[config.mk]
export PLATFORM = sky130hd
export DESIGN_NAME = index_batch_packer
export DESIGN_NICKNAME = d
export VERILOG_FILES = /design/src/rtl/index_batch_packer.sv
export SDC_FILE = /design/constraint.sdc
export NUM_CORES = 1
export LEC_CHECK = 0
export BUFFER_PORTS_ARGS = -buffer_cell sky130_fd_sc_hd__buf_4
export CAP_MARGIN = 0
export CORE_MARGIN = 3
export CORE_UTILIZATION = 60
export DETAILED_ROUTE_END_ITERATION = 16
export GPL_TIMING_DRIVEN = 1
export PLACE_DENSITY = 0.82
export SKIP_CTS_REPAIR_TIMING = 1
export SLEW_MARGIN = 40
export SYNTH_ARGS = -nofsm -noshare
export SYNTH_HDL_FRONTEND = slang
export SYNTH_SLANG_ARGS = --single-unit
[constraint.sdc]
create_clock -name clk -period 4.9 [get_ports clk]
set_input_delay 0.245 -clock clk [delete_from_list [all_inputs] [get_ports clk]]
set_output_delay 0.245 -clock clk [all_outputs]
set_load 0.02 [all_outputs]
[src/rtl/index_batch_packer.sv]
// Packs a stream of bit indices into a SIZE-bit batch vector and hands
// finished batches out through a valid/ready slot. Optional: PACKER_DUP_ERR_EN.
module index_batch_packer #(
    parameter int SIZE     = 64,
    parameter int log_SIZE = 6
) (
    input  logic                clk,
    input  logic                rst_n,
    input  logic                idx_valid,
    input  logic [log_SIZE-1:0] idx_in,
    output logic                idx_ready,
    input  logic                flush,
    output logic [SIZE-1:0]     batch_out,
    output logic [log_SIZE:0]   batch_count,
    output logic                batch_valid,
    input  logic                batch_ready
`ifdef PACKER_DUP_ERR_EN
    ,
    output logic                dup_err
`endif
);

    typedef enum logic [1:0] {
        S_EMPTY = 2'd0,
        S_FILL  = 2'd1,
        S_CLOSE = 2'd2
    } state_t;

    localparam logic [log_SIZE:0] FULL_CNT = (log_SIZE + 1)'(SIZE);

    state_t              state_q, state_d;
    logic [SIZE-1:0]     acc_q, acc_d;
    logic [log_SIZE:0]   acc_cnt_q, acc_cnt_d;
    logic                flush_pend_q, flush_pend_d;
    logic [SIZE-1:0]     batch_out_q, batch_out_d;
    logic [log_SIZE:0]   batch_count_q, batch_count_d;
    logic                batch_valid_q, batch_valid_d;
    logic                dup_err_q, dup_err_d;

    logic                transfer;
    logic                accept;
    logic                in_range;
    logic                set_en;
    logic [SIZE-1:0]     acc_base;
    logic [log_SIZE:0]   cnt_base;

    // Handshake: a closing batch moves to the slot when the slot is free or
    // being popped; a full accumulator only takes an index on that cycle.
    always_comb begin
        transfer  = (state_q == S_CLOSE) && (!batch_valid_q || batch_ready);
        idx_ready = (acc_cnt_q != FULL_CNT) || transfer;
        accept    = idx_valid && idx_ready;
        in_range  = ({1'b0, idx_in} < FULL_CNT);
        set_en    = accept && in_range;
    end

    // Accumulator: an index taken on the transfer cycle starts a fresh batch.
    always_comb begin
        acc_base  = transfer ? '0 : acc_q;
        cnt_base  = transfer ? '0 : acc_cnt_q;
        acc_d     = acc_base;
        acc_cnt_d = cnt_base;
        dup_err_d = 1'b0;
        if (set_en) begin
            if (acc_base[idx_in]) begin
                dup_err_d = 1'b1;
            end else begin
                acc_d[idx_in] = 1'b1;
                acc_cnt_d     = cnt_base + 1'b1;
            end
        end
    end

    // Early-close request: only meaningful while the next acc is nonempty.
    always_comb begin
        flush_pend_d = 1'b0;
        if (transfer) begin
            flush_pend_d = flush && (acc_cnt_d != '0);
        end else begin
            flush_pend_d = (flush_pend_q || flush) && (acc_cnt_d != '0);
        end
    end

    // Next state follows the post-edge fill level and close request.
    always_comb begin
        state_d = state_q;
        if (acc_cnt_d == '0) begin
            state_d = S_EMPTY;
        end else if ((acc_cnt_d == FULL_CNT) || flush_pend_d) begin
            state_d = S_CLOSE;
        end else begin
            state_d = S_FILL;
        end
    end

    // Output slot: load on transfer, drop valid on a pop with no new batch.
    always_comb begin
        batch_out_d   = batch_out_q;
        batch_count_d = batch_count_q;
        batch_valid_d = batch_valid_q;
        if (transfer) begin
            batch_out_d   = acc_q;
            batch_count_d = acc_cnt_q;
            batch_valid_d = 1'b1;
        end else if (batch_valid_q && batch_ready) begin
            batch_valid_d = 1'b0;
        end
    end

    // State register for the FSM.
    always_ff @(posedge clk or negedge rst_n) begin
        if (!rst_n) begin
            state_q <= S_EMPTY;
        end else begin
            state_q <= state_d;
        end
    end

    // Datapath registers: accumulator, slot and duplicate pulse.
    always_ff @(posedge clk or negedge rst_n) begin
        if (!rst_n) begin
            acc_q         <= '0;
            acc_cnt_q     <= '0;
            flush_pend_q  <= 1'b0;
            batch_out_q   <= '0;
            batch_count_q <= '0;
            batch_valid_q <= 1'b0;
            dup_err_q     <= 1'b0;
        end else begin
            acc_q         <= acc_d;
            acc_cnt_q     <= acc_cnt_d;
            flush_pend_q  <= flush_pend_d;
            batch_out_q   <= batch_out_d;
            batch_count_q <= batch_count_d;
            batch_valid_q <= batch_valid_d;
            dup_err_q     <= dup_err_d;
        end
    end

    assign batch_out   = batch_out_q;
    assign batch_count = batch_count_q;
    assign batch_valid = batch_valid_q;

`ifdef PACKER_DUP_ERR_EN
    assign dup_err = dup_err_q;
`else
    logic unused_dup;
    assign unused_dup = dup_err_q;
`endif

endmodule

==> metrics, run 1 <==
mean cell area of the mapped netlist=9.77 um2; cell type contributing the most total cell area after synthesis=dfrtp_1; TritonCTS Buffers=17; CTS tree=done; maximum number of pins on one net before global-route repair=93; ANT cells=0; hold_ws=0.0802 ns; highest metal layer with signal wires=met4; Worst Slack Setup Final=1.34 ns; final setup violating endpoints=0; portion of synthesized cell area occupied by the leading cell type=57.6%; number of nets at the end of the flow=732; Overflow after GRT=0; Layout area overhead=20.0%; clock skew after layout=0.00931 ns; pre-CTS setup slack=1.30 ns; Req. time, crit path=5.35 ns; headroom to the max-slew limit=48.0%; pwr/cell area=500 nW/um2; clk buf depth=2; crit path cell chain=nor2b_1 -> or2_4 -> buf_12 -> nand2_1 -> inv_1 -> ha_1 -> inv_1 -> or3_1 -> a21oi_1 -> a21oi_1 -> or3_1 -> mux2_4 -> a31oi_4 -> mux2i_1; maximum fanout along the worst path=49; Cell Count, Final, Fillers Out=865; Antenna Violating Nets Remaining=0; hold violation count in the final report=0; Final TNS setup=0 ns; endpoint arrival time on the critical path=4.01 ns; Die Area=11800 um2; io pins=84; Setup crit end kind=register; Horiz. Die Dim=109 um; worst stage delay on the critical path=0.53 ns; final slew viol count=0; synthesized area=6350 um2; share of power burned in the clock network=32.2%; number of global-route vias before repair=5005; number of port buffers=83; share of post-route cells with drive strength above 1=20.1%; post-synthesis sequential element count=146; status=complete, no violations; most instantiated library cell after synthesis=nand2_1; final worst-path cycle share=72.7%; worst path bufs/invs=3; floorplan die height=109 um; switching pwr=1.36 mW; worst r2r path cells=14; number of sinks on the clock net=146; Routed Wire Length=16200 um; Post-synth EDFFs=0; Worst Hold Path Cells=3; total number of yosys warnings=0; static power due to leakage=3.95 nW; clock slew at the register clock pins of the worst setup and hold paths=0.06 ns; metal1 wirelength=6650 um; via total after detailed routing=5162; minimum clock period after layout=3.56 ns; library cell used as clock root buffer=clkbuf_8; logic depth of the worst setup path including buffers=14; VDD IR max=0.000385 V; CORE AREA=10000 um2; WL per Instance=18.7 um; RD Place Congestion=0.943; Total Routing Usage GR=29.3%; remaining routing DRC violations=0; clock network latency to the later pin of the worst-skew pair=0.53 ns; setup repair after global routing missed its margin=false; DR WL met3=1350 um; Detailed Route Iter0 Violations=570; Detailed Routing Iterations Pass 1=6; Switching Fraction=35.6%; Internal Pwr Total=2.46 mW; Unique masters post-synth=55; synthesized netlist cell count=650; Inst Count DP=831; Mapped Nets=662; most frequent cells after synthesis=264 x nand2_1, 146 x dfrtp_1, 36 x o21ai_0, 32 x a22o_1, 25 x clkbuf_1; Max Clk Rate=0.281 GHz; Post-synth ARST share=100%; top cells by area in the synthesized netlist=dfrtp_1 58%, nand2_1 16%, a22o_1 4.4%, o21ai_0 2.8%, mux4_2 2.8%; Worst Setup Start Kind=register; Detail Route met2 WL=7620 um; actual transition at the worst max-transition pin=0.773 ns; max capacitance violation total=0; std cell rows=36; Final HPWL DP=10300 um; cell class contributing the biggest share of worst-path delay=simple AND/OR/NAND/NOR gates; number of antenna violations at the first check in global routing=0; wire length of the first global-routing pass=26100 um; sequential fraction of design power=39.8%; path category of the worst min-delay check=in -> reg; Worst path slowest cell=or2_4; Starting Density=63.2%; Comb power frac=28.0%; vias per std cell=5.97; dominant synthesized flop cell=dfrtp_1; level count of the clock H-tree=4; crit path kind=reg -> reg; part of the Yosys area used for sequential elements=57.6%
==> final cells by class <==
type	count	area, um2
clock inverter	13	138
timing repair buffer	89	692
inverter	9	33.8
fill	686	2420
clock buffer	18	418
tap	133	166
sequential	146	3650
multi-input combinational	457	2520
==> worst register-to-register path, cell delays in order (launching register included) <==
cell	delay, ns
dfrtp_1	0.37
nor2b_1	0.32
or2_4	0.53
buf_12	0.29
nand2_1	0.10
inv_1	0.10
ha_1	0.22
inv_1	0.08
or3_1	0.31
a21oi_1	0.13
a21oi_1	0.05
or3_1	0.32
mux2_4	0.29
a31oi_4	0.18
mux2i_1	0.20
==> layer usage <==
| metal | track usage [%] | vias up |
|---|---|---|
| li1 | - | 2332 |
| met1 | 40.2 | 2495 |
| met2 | 44.2 | 284 |
| met3 | 7.22 | 51 |
| met4 | 14.0 | 0 |
| met5 | 0 | - |
==> registers in the layout, indices dropped and copies added, names as in the netlist <==
register / flops
batch_count: 7
acc_q: 64
batch_valid: 1
acc_cnt_q: 7
flush_pend_q: 1
batch_out: 64
state_q: 2
==> cell usage in the layout, fill, tap and decap left out, types with 2 or more instances in the layout <==
cell type      count
a311oi_1           2
nand3_1            6
nor2b_1            7
bufinv_16          2
mux4_2             8
clkinv_4           3
nand2b_1           6
dlygate4sd3_1      2
mux2_2             2
nand2_1          264
xnor2_1            4
clkinv_2           4
nor4_1             2
clkbuf_16         16
clkinvlp_4         3
mux2i_1           11
inv_1              9
dfrtp_1          146
buf_4             85
a221o_1            2
nor2_4             2
nor2_1            13
nand4_1            2
or3_1              4
clkbuf_8           2
nor3_2             6
a22o_1            32
and3b_1            3
o22ai_1            2
and3_1             4
nor3_1             2
o21ai_0           36
a21oi_1            8
nor2_2             4
==> cells by family after synthesis <==
family | synth area share [%]
muxes | 5.16
adders and majority gates | 0.197
and+or+nand+nor | 22.4
buffers and inverters | 3.15
AOI/OAI and AO/OA | 10.9
DFF | 57.6
xor gates and xnor gates | 0.690
==> metrics by stage <==
step | util, % | power, mW | area (um2)
2_1_floorplan | - | 2.21 | 6350
3_3_place_gp | 69.8 | 2.53 | 7010
3_5_place_dp | 69.9 | 2.57 | 7020
4_1_cts | 75.4 | 3.79 | 7580
5_1_grt | 75.9 | 4.00 | 7620
6_report | 75.9 | 3.81 | 7620
==> power by group through the flow <==
stage          Sequential, mW  Clock [mW]  Combinational (mW)
6_report                 1.52        1.23                1.07
5_1_grt                  1.54        1.30                1.17
4_1_cts                  1.51        1.23                1.04
3_5_place_dp             1.53           0                1.04
3_3_place_gp             1.52           0                1.01
2_1_floorplan            1.64           0               0.574
==> path summary, 6_finish.rpt <==
kind                       slack, ns       endpoint           from
min reg2reg                     0.48  batch_out[10]  batch_out[10]
max in group asynchronous       3.40      acc_q[50]          rst_n
max                             1.34     state_q[1]    batch_valid
max reg2reg                     1.34     state_q[1]    batch_valid
min                             0.08    batch_valid    batch_ready
min in group asynchronous       0.34   batch_out[2]          rst_n
(Power assumes the default switching activity.)
==> inputs of run 2 (changes only) <==
--- a/config.mk
+++ b/config.mk
@@ -8,10 +8,10 @@
 export BUFFER_PORTS_ARGS = -buffer_cell sky130_fd_sc_hd__buf_4
 export CAP_MARGIN = 0
 export CORE_MARGIN = 3
-export CORE_UTILIZATION = 60
+export CORE_UTILIZATION = 57
 export DETAILED_ROUTE_END_ITERATION = 16
 export GPL_TIMING_DRIVEN = 1
-export PLACE_DENSITY = 0.82
+export PLACE_DENSITY = 0.79
 export SKIP_CTS_REPAIR_TIMING = 1
 export SLEW_MARGIN = 40
 export SYNTH_ARGS = -nofsm -noshare
==> constraint.sdc (replaced) <==
create_clock -name clk -period 3.7 [get_ports clk]
set_input_delay 0.185 -clock clk [delete_from_list [all_inputs] [get_ports clk]]
set_output_delay 0.185 -clock clk [all_outputs]
set_load 0.02 [all_outputs]
==> run 2 against run 1 <==
Cell area grew 1.2%. Clock skew down 0.0020 ns. Flip-flop and latch count unchanged. Cell count rose by 1.0%. Wire length up 3.6%. Die area is 5.0% higher. Core utilization fell by 2.8 points. Fmax increased by 8.7%. Critical path depth down 1. Non-clock buffer count grew 5. Global-route usage down 1.4 points. Total power increased by 34%.
==> metrics, run 2 (synthesis results as in run 1) <==
level count of the clock H-tree=4; share of post-route cells with drive strength above 1=20.6%; ANT cells=0; max capacitance violation total=0; Worst Slack Setup Final=0.422 ns; path category of the worst min-delay check=in -> reg; maximum number of pins on one net before global-route repair=107; headroom to the max-slew limit=47.3%; RD Place Congestion=0.974; number of nets at the end of the flow=737; Setup crit end kind=register; Cell Count, Final, Fillers Out=874; status=complete, no violations; wire length of the first global-routing pass=27400 um; most frequent cells in the layout=264 x nand2_1, 146 x dfrtp_1, 89 x buf_4, 36 x o21ai_0, 32 x a22o_1; endpoint arrival time on the critical path=3.72 ns; pwr/cell area=664 nW/um2; number of sinks on the clock net=146; remaining routing DRC violations=0; Starting Density=60.1%; Total Routing Usage GR=27.9%; final setup violating endpoints=0; CORE AREA=10600 um2; Detailed Routing Iterations Pass 1=6; maximum fanout along the worst path=29; Routed Wire Length=16800 um; hold violation count in the final report=0; clk buf depth=2; Final TNS setup=0 ns; floorplan die height=112 um; VDD IR max=0.000485 V; number of port buffers=83; final slew viol count=0; via total after detailed routing=5106; Overflow after GRT=0; clock skew after layout=0.00731 ns; final worst-path cycle share=88.6%; crit path kind=reg -> reg; minimum clock period after layout=3.28 ns; static power due to leakage=3.98 nW; actual transition at the worst max-transition pin=0.790 ns; Max Clk Rate=0.305 GHz; clock network latency to the later pin of the worst-skew pair=0.53 ns; pre-CTS setup slack=0.475 ns; Detailed Route Iter0 Violations=472; CTS tree=done; number of antenna violations at the first check in global routing=0; TritonCTS Buffers=17; commonest non-fill, non-tap cell in the layout=nand2_1; Final HPWL DP=11000 um; Worst Hold Path Cells=2; worst r2r path cells=13; Horiz. Die Dim=112 um; vias per std cell=5.84; io pins=84; hold_ws=0.0370 ns; setup repair after global routing missed its margin=false; number of global-route vias before repair=5061; WL per Instance=19.2 um; library cell used as clock root buffer=clkbuf_8; Die Area=12400 um2; Worst Setup Start Kind=register; Layout area overhead=21.5%; Antenna Violating Nets Remaining=0; Req. time, crit path=4.14 ns; clock slew at the register clock pins of the worst setup and hold paths=0.07 ns; Inst Count DP=838; std cell rows=37
## run 2: cell types whose count changed in the layout (fill, tap and decap cells not counted), sizes merged
cell,change
clkbuf,+2
clkinvlp,+1
clkinv,-3
buf,+6
## run 2: metrics by stage
stage	area (um2)	util [%]	total power, mW
5_1_grt	7710	73.1	5.39
2_1_floorplan	6350	-	2.93
6_report	7710	73.1	5.12
3_5_place_dp	7060	66.9	3.43
3_3_place_gp	7040	66.7	3.38
4_1_cts	7640	72.4	5.09
## run 2: cell type report
type,count,area (um2)
sequential,146,3650
inverter,9,33.8
multi-input combinational,457,2520
clock buffer,21,449
fill,763,2840
clock inverter,11,130
tap,136,170
timing repair buffer,94,758
## run 2: critical path, stage by stage (launching register included)
cell     delay, ns
dfrtp_1       0.34
nor2b_1       0.41
or2_4         0.43
nand2_1       0.12
inv_1         0.10
ha_1          0.21
inv_1         0.08
or3_1         0.31
a21oi_1       0.15
a21oi_1       0.05
or3_1         0.31
mux2_4        0.29
a31oi_4       0.18
mux2i_1       0.21
## run 2: worst paths after layout
check | slack, ns | to | start
max in group asynchronous | 2.58 | batch_out[26] | rst_n
min in group asynchronous | 0.15 | batch_count[6] | rst_n
setup / recovery | 0.42 | state_q[1] | batch_valid
hold / removal | 0.04 | acc_q[49] | idx_in[4]
hold reg to reg | 0.47 | batch_out[59] | batch_out[59]
setup reg to reg | 0.42 | state_q[1] | batch_valid
## run 2: routing by layer
metal / vias up / GRT usage (%) / wire length, um
met5: - / 0 / 0
met4: 0 / 10.5 / 415
met3: 35 / 8.10 / 1150
met2: 222 / 42.3 / 8150
met1: 2525 / 38.7 / 7070
li1: 2324 / - / -
## run 2: power breakdown
| group | leakage (nW) | switching, mW | internal (mW) |
|---|---|---|---|
| logic | 1.70 | 0.961 | 0.489 |
| clock network | 0.271 | 0.670 | 0.999 |
| registers | 2.01 | 0.167 | 1.84 |
| total | 3.98 | 1.80 | 3.32 |
==> inputs of run 3 (changes only) <==
--- a/config.mk
+++ b/config.mk
@@ -7,6 +7,7 @@
 export LEC_CHECK = 0
 export BUFFER_PORTS_ARGS = -buffer_cell sky130_fd_sc_hd__buf_4
 export CAP_MARGIN = 0
+export CORE_ASPECT_RATIO = 0.6
 export CORE_MARGIN = 3
 export CORE_UTILIZATION = 57
 export DETAILED_ROUTE_END_ITERATION = 16
==> run 3 against run 2 <==
Register-to-register slack hardly changed. Clock skew hardly changed. Via count hardly changed. Cell count is 0.23% lower. Largest power group unchanged. Critical endpoint unchanged. Largest cell class unchanged. Combinational power is 3% lower.
==> metrics, run 3 (synthesis results as in run 1) <==
status=complete, no violations; ANT cells=0; CORE AREA=10700 um2; number of sinks on the clock net=146; Detailed Routing Iterations Pass 1=5; static power due to leakage=3.94 nW; via total after detailed routing=5104; path category of the worst min-delay check=in -> reg; Comb power frac=27.8%; Internal Pwr Total=3.23 mW; vias per std cell=5.85; Horiz. Die Dim=142 um; CTS tree=done; Final HPWL DP=11000 um; Switching Fraction=36.1%; endpoint arrival time on the critical path=3.62 ns; area of placed instances=7040 um2; clk buf depth=2; share of post-route cells with drive strength above 1=20.5%; hold violation count in the final report=0; TritonCTS Buffers=17; Setup crit end kind=register; Max Clk Rate=0.304 GHz; switching pwr=1.82 mW; maximum fanout along the worst path=35; VDD IR max=0.000329 V; minimum clock period after layout=3.29 ns; headroom to the max-slew limit=47.6%; level count of the clock H-tree=4; Power, Total=5.06 mW; Req. time, crit path=4.03 ns; pwr/cell area=663 nW/um2; crit path kind=reg -> reg; hold_ws=0.0467 ns; Worst Slack Setup Final=0.412 ns; RD Place Congestion=0.950; wire length of the first global-routing pass=27000 um; remaining routing DRC violations=0; WL per Instance=19.0 um; floorplan die height=87.7 um; sequential fraction of design power=39.7%; Antenna Violating Nets Remaining=0; maximum number of pins on one net before global-route repair=91; max capacitance violation total=0; Starting Density=59.3%; fillcell total=813; number of global-route vias before repair=5029; commonest non-fill, non-tap cell in the layout=nand2_1; clock network latency to the later pin of the worst-skew pair=0.42 ns; final slew viol count=0; Layout area overhead=20.1%; setup repair after global routing missed its margin=false; Total Routing Usage GR=28.3%; share of power burned in the clock network=32.5%; io pins=84; Worst Setup Start Kind=register; actual transition at the worst max-transition pin=0.784 ns; Detailed Route Iter0 Violations=561; pre-CTS setup slack=0.487 ns; post-route cell area=7620 um2; library cell used as clock root buffer=clkbuf_16; final setup violating endpoints=0; Final TNS setup=0 ns; final worst-path cycle share=88.9%; most frequent cells in the layout=264 x nand2_1, 146 x dfrtp_1, 87 x buf_4, 36 x o21ai_0, 32 x a22o_1; number of nets at the end of the flow=732; number of antenna violations at the first check in global routing=0; number of port buffers=83; Routed Wire Length=16500 um; clock skew after layout=0.00770 ns; Overflow after GRT=0; Die Area=12500 um2; clock slew at the register clock pins of the worst setup and hold paths=0.06 ns; std cell rows=29
-- run 3: power groups by stage --
stage / Clock, mW / Combinational (mW) / Sequential (mW)
2_1_floorplan: 0 / 0.760 / 2.17
3_3_place_gp: 0 / 1.36 / 2.02
3_5_place_dp: 0 / 1.40 / 2.03
4_1_cts: 1.65 / 1.41 / 2.01
5_1_grt: 1.74 / 1.54 / 2.04
6_report: 1.64 / 1.41 / 2.01
-- run 3: per-stage QoR --
step	instances	util, %
global route	872	71.2
CTS	871	71.1
floorplan	650	-
finish	872	71.2
detailed placement	839	65.8
global placement	839	65.7
-- run 3: path summary, 6_finish.rpt --
kind                          startpoint  depth (start not counted)            end  slack [ns]
max in group asynchronous          rst_n                          3      acc_q[16]        2.44
max                          batch_valid                         13     state_q[1]        0.41
max reg2reg                  batch_valid                         13     state_q[1]        0.41
min in group asynchronous          rst_n                          2  batch_out[58]        0.38
min                                flush                          3   flush_pend_q        0.05
min reg2reg                batch_out[31]                          2  batch_out[31]        0.47
-- run 3: metal layers --
metal  GRT usage (%)  wire (um)
met3            8.62       1650
met4            7.93        323
met2            40.8       7120
met5               0          0
met1            42.0       7440
-- run 3: cell type report --
class | instances | area (um2) | share of cell area [%]
multi-input combinational | 457 | 2520 | 33.0
timing repair buffer | 89 | 677 | 8.88
sequential | 146 | 3650 | 47.9
inverter | 9 | 33.8 | 0.443
clock inverter | 14 | 128 | 1.67
tap | 139 | 174 | 2.28
clock buffer | 18 | 439 | 5.76
-- run 3: worst max-delay path: stages, from the launching register on --
cell and delay, ns:
dfrtp_1 0.35, nor2b_1 0.31, or2_4 0.45, nand2_1 0.13
inv_1 0.11, ha_1 0.21, inv_1 0.08, or3_1 0.32
a21oi_1 0.15, a21oi_1 0.05, or3_1 0.33, mux2_4 0.29
a31oi_4 0.17, mux2i_1 0.22
